**src/rtl/button_pulse_conditioner.sv**
```systemverilog
`default_nettype none
// ============================================================================
// Module   : button_pulse_conditioner
// Purpose  : Synchronises and debounces the calculator's Enter and Undo push
//            buttons and emits one single-cycle pulse per accepted press.
//            Enter wins when both channels would pulse at the same edge; the
//            Undo pulse for that edge is dropped.
// Ports    : clock          - system clock, rising edge
//            reset          - asynchronous, active-high reset
//            btn_enter_raw  - raw Enter button (asynchronous, bouncy)
//            btn_undo_raw   - raw Undo button (asynchronous, bouncy)
//            Enter_pulse    - one-cycle pulse per accepted Enter press
//            Undo_pulse     - one-cycle pulse per accepted Undo press
//            enter_level    - debounced Enter level (registered)
//            undo_level     - debounced Undo level (registered)
// Params   : DEBOUNCE_CYCLES - cycles a new level must persist (>= 1)
// Revision : 1.0 - initial release
// ============================================================================
module button_pulse_conditioner #(
    parameter int DEBOUNCE_CYCLES = 500000
) (
    input  logic clock,
    input  logic reset,
    input  logic btn_enter_raw,
    input  logic btn_undo_raw,
    output logic Enter_pulse,
    output logic Undo_pulse,
    output logic enter_level,
    output logic undo_level
);

    localparam int               CNT_W    = $clog2(DEBOUNCE_CYCLES + 1);
    localparam logic [CNT_W-1:0] CNT_LAST = CNT_W'(DEBOUNCE_CYCLES - 1);

    // Channel 0 is Enter, channel 1 is Undo.
    logic [1:0] w_raw;
    logic [1:0] w_rise;
    logic [1:0] w_level;

    assign w_raw = {btn_undo_raw, btn_enter_raw};

    generate
        for (genvar ch = 0; ch < 2; ch++) begin : g_chan
            logic             s1_q;
            logic             s2_q;
            logic             stable_q;
            logic             stable_d;
            logic [CNT_W-1:0] cnt_q;
            logic [CNT_W-1:0] cnt_d;

            always_ff @(posedge clock or posedge reset) begin
                if (reset) begin
                    s1_q     <= 1'b0;
                    s2_q     <= 1'b0;
                    stable_q <= 1'b0;
                    cnt_q    <= '0;
                end else begin
                    s1_q     <= w_raw[ch];
                    s2_q     <= s1_q;
                    stable_q <= stable_d;
                    cnt_q    <= cnt_d;
                end
            end

            // The counter only advances while the synchronised input disagrees
            // with the accepted level; any agreeing cycle clears it, so a new
            // level is taken only after DEBOUNCE_CYCLES uninterrupted cycles.
            always_comb begin
                stable_d = stable_q;
                cnt_d    = '0;
                if (s2_q != stable_q) begin
                    if (cnt_q == CNT_LAST) begin
                        stable_d = s2_q;
                    end else begin
                        cnt_d = cnt_q + CNT_W'(1);
                    end
                end
            end

            // Rising transition of the accepted level, seen at the same edge
            // that updates stable_q, so the pulse register lines up with it.
            assign w_rise[ch]  = stable_d & ~stable_q;
            assign w_level[ch] = stable_q;
        end
    endgenerate

    logic enter_pulse_q;
    logic enter_pulse_d;
    logic undo_pulse_q;
    logic undo_pulse_d;

    // Enter has priority; a coincident Undo press is lost, not deferred.
    always_comb begin
        enter_pulse_d = w_rise[0];
        undo_pulse_d  = w_rise[1] & ~w_rise[0];
    end

    always_ff @(posedge clock or posedge reset) begin
        if (reset) begin
            enter_pulse_q <= 1'b0;
            undo_pulse_q  <= 1'b0;
        end else begin
            enter_pulse_q <= enter_pulse_d;
            undo_pulse_q  <= undo_pulse_d;
        end
    end

    assign Enter_pulse = enter_pulse_q;
    assign Undo_pulse  = undo_pulse_q;
    assign enter_level = w_level[0];
    assign undo_level  = w_level[1];

endmodule
`default_nettype wire

```
**config.mk**
```make
export PLATFORM = sky130hd
export DESIGN_NAME = button_pulse_conditioner
export DESIGN_NICKNAME = d
export VERILOG_FILES = /design/src/rtl/button_pulse_conditioner.sv
export SDC_FILE = /design/constraint.sdc
export NUM_CORES = 1
export LEC_CHECK = 0
export CAP_MARGIN = 25
export CORE_MARGIN = 2
export CORE_UTILIZATION = 60
export DETAILED_ROUTE_END_ITERATION = 10
export GPL_TIMING_DRIVEN = 0
export PLACE_DENSITY_LB_ADDON = 0.25
export SYNTH_ARGS = -nofsm -noshare
export SYNTH_HDL_FRONTEND = slang
export SYNTH_SLANG_ARGS = --single-unit
```
**constraint.sdc**
```tcl
create_clock -name clock -period 3.05 [get_ports clock]
set_input_delay 0.305 -clock clock [delete_from_list [all_inputs] [get_ports clock]]
set_output_delay 0.305 -clock clock [all_outputs]
set_load 0.02 [all_outputs]
```
==> impl_metrics.py <==
metrics = {
    "cells_and_area": {
        "drive_gt1_share_pct": 7.96,
        "final_cells": 272,
        "antenna_cells": 0,
        "seq_area_um2": 1150,
        "multiInputGateArea_um2": 980,
        "fill_cells": 271,
        "area_growth_pct": 8.05,
        "nets": 232,
    },
    "routing": {
        "wl_per_cell_um": 14.3,
        "dr.first_iter.drc_count": 127,
        "ant_nets": 0,
        "viasPerCell": 5.86,
        "routed_wirelength_um": 3900,
        "drc_errors": 0,
        "vias": 1594,
        "drt_first_pass_iters": 4,
    },
    "yosys": {
        "synth-compound-area-share_pct": 4.14,
        "ys_seq_elements": 46,
        "synth_mux_area_share_pct": 1.03,
        "synth_flop_cell": "dfrtp_1",
        "synth_top_family_by_area": "simple AND/OR/NAND/NOR gates",
        "synth-async-reset-ratio_pct": 100,
        "synth-xor-area-share_pct": 12.1,
        "ys_seq_area_share_pct": 52.9,
        "synth_warnings": 0,
        "netlist_area_um2": 2180,
        "synthSimpleGateAreaFrac_pct": 26.6,
        "yosysUniqueCellTypes": 33,
        "synthAdderAreaFrac_pct": 1.15,
        "synth_nets": 218,
        "synth_edf_count": 0,
        "syn_inst": 212,
        "synth.avg_cell_area_um2": 10.3,
    },
    "sta": {
        "rsz0062_at_grt": "false",
        "fmax_mhz": 449,
        "finalSetupTns_ps": 0,
        "worst_pin_slew_ps": 909,
        "clock_skew_ps": 9.22,
        "setup_viol": 0,
        "hold_viol_final": 0,
        "fin_crit_ps": 2230,
        "slew_headroom_pct": 39.3,
        "maxSlewViolCount": 0,
        "fin_hold_ws_ps": 364,
        "fin_crit_sh_pct": 73.1,
    },
    "die": {
        "die_area_um2": 4130,
        "die_y_um": 64.2,
        "start_util_pct": 63.7,
        "chipWidth_um": 64.2,
        "core_region_area_um2": 3420,
        "ios": 8,
        "fp-row-count": 21,
    },
    "setup_path": {
        "cp_cell_sequence": "or4_1, or4_4, o21ai_4, buf_6, nor2_1",
        "cpPeakStageDelay_ps": 570,
        "crit_arrival_ps": 2490,
        "critPathLaunchType": "register",
        "cp_top_family": "simple AND/OR/NAND/NOR gates",
        "slowest_stage": "or4_4",
        "crit_path_max_fanout": 10,
        "required_ps": 3310,
        "crit_path_end_kind": "register",
        "worstSetupPathType": "register to register",
        "cp_num_buf_inv": 1,
    },
    "clock_network": {
        "cts.repair.resized": 0,
        "cts_hold_buf": 0,
        "insertion_delay_ps": 360,
        "clock_path_buffers": 2,
        "cts_tree": "yes",
        "cts.clk_slew.worst_paths_ps": 130,
        "cts_buffers": 5,
        "cts_setup_buffers": 0,
        "root_buffer": "clkbuf_4",
        "htreeDepth": 2,
        "cts_sinks": 46,
    },
    "pwr": {
        "vdd_drop_max_mv": 0.272,
        "power_leakage_nw": 0.934,
        "powerDensity_nw_per_um2": 397,
    },
    "global_routing": {
        "grt_pass1_wl_um": 6850,
        "overflow": 0,
        "grt_max_degree": 47,
        "grt_pass1_vias": 1597,
        "grt_use_total_pct": 21.6,
        "antenna_found_initial": 0,
    },
    "min_path": {
        "hp-class": "input pin to register",
    },
    "placement": {
        "hpwl_um": 2800,
        "dp_cells": 265,
        "numPortBuffers": 7,
        "gp_congestion": 0.848,
    },
    "outcome": {
        "outcome": "finished, final reports clean",
    },
    "run": {
        "maxCapViolations": 0,
    },
}
-- stage by stage --
stage | power [W] | util, % | area, um2 | worst slack (ps)
floorplan | 0.000667 | - | 2180 | 1020
global placement | 0.000678 | 67.5 | 2300 | 888
detailed placement | 0.000681 | 67.5 | 2300 | 854
CTS | 0.000944 | 68.9 | 2350 | 829
global route | 0.000984 | 68.9 | 2350 | 622
finish | 0.000934 | 68.9 | 2350 | 822
-- kinds of logic (layout without fill, tap and decap cells) --
| kind of cell | count (synthesis) | in the layout |
|---|---|---|
| multiplexers | 2 | 2 |
| AO/OA/AOI/OAI | 14 | 14 |
| adder cells (fa/ha/maj) | 2 | 2 |
| AND/OR/NAND/NOR | 108 | 108 |
| XOR/XNOR | 30 | 30 |
| flip-flops | 46 | 46 |
| buffers and inverters | 10 | 24 |
-- cell type report --
class | count | area share [%]
Sequential cell | 46 | 48.9
Multi-Input combinational cell | 156 | 41.6
Timing Repair Buffer | 7 | 2.98
Tap cell | 46 | 2.45
Clock buffer | 5 | 1.60
Inverter | 7 | 1.12
Buffer | 3 | 0.851
Clock inverter | 2 | 0.426
-- state kept, by name, summed over array words and instances (netlist names) --
| register | cells |
|---|---|
| undo_level | 1 |
| Undo_pulse | 1 |
| g_chan.cnt_q | 38 |
| g_chan.s2_q | 2 |
| enter_level | 1 |
| g_chan.s1_q | 2 |
| Enter_pulse | 1 |
-- path summary, 6_finish.rpt --
path                       cells past startpoint  slack (ps)           startpoint            endpoint
max                                            5         820  g_chan[1].cnt_q[14]  g_chan[1].cnt_q[8]
min                                            1         360         btn_undo_raw      g_chan[1].s1_q
max reg2reg                                    5         820  g_chan[1].cnt_q[14]  g_chan[1].cnt_q[8]
min reg2reg                                    0         360       g_chan[1].s1_q      g_chan[1].s2_q
max in group asynchronous                      2        2030                reset  g_chan[0].cnt_q[7]
min in group asynchronous                      2         460                reset          Undo_pulse
-- per-layer routing --
metal	up-vias	GRT usage, %	wire (um)
met3	6	6.87	144
met4	0	7.18	58
met1	776	28.1	1820
li1	776	-	-
met5	-	0	0
met2	36	34.4	1880
-- where the power goes --
| group | internal (W) | total, W | switching (W) |
|---|---|---|---|
| logic | 0.0000129 | 0.0000399 | 0.0000270 |
| registers | 0.000619 | 0.000628 | 0.00000969 |
| clock network | 0.0000831 | 0.000266 | 0.000183 |
| total | 0.000715 | 0.000934 | 0.000220 |
-- cell usage in the layout (no fill, tap or decap), types with 2 or more instances in the layout --
master            n
xor2_1           10
or3_1             4
o21ai_0           3
nor3_1            7
inv_1             6
ha_1              2
or4_1             5
nor2_1           37
nor4_1            8
o31ai_1           2
and3_1            2
xnor2_1          20
nand4_1          10
nor4bb_1          2
nand2_1          12
dfrtp_1          46
clkdlybuf4s50_1   7
nand3_1          13
mux2_2            2
clkbuf_4          5
a21oi_1           6
clkinv_2          2
-- synthesized netlist by cell type (2+ instances only) --
cell       n  area share [%]
or4_1      5             1.7
a21oi_1    6             1.4
mux2_2     2             1.0
nor4_1     8             2.3
nand3_1   13             3.0
dfrtp_1   46              53
o31ai_1    2            0.69
nand4_1   10             2.9
or3_1      4             1.1
and3_1     2            0.57
xnor2_1   20             8.0
xor2_1    10             4.0
nor3_1     7             1.6
o21ai_0    3            0.69
nand2_1   12             2.1
ha_1       2             1.1
nor4bb_1   2            0.92
inv_1      7             1.2
nor2_1    37             6.4
-- worst reg2reg max path: cells and delay by family, from the launching register on --
family,cells,cell delay [ps]
and+or+nand+nor,3,1170
DFF,1,440
AOI/OAI and AO/OA,1,320
buffers and inverters,1,200
Power figures use the tool's default switching activity.
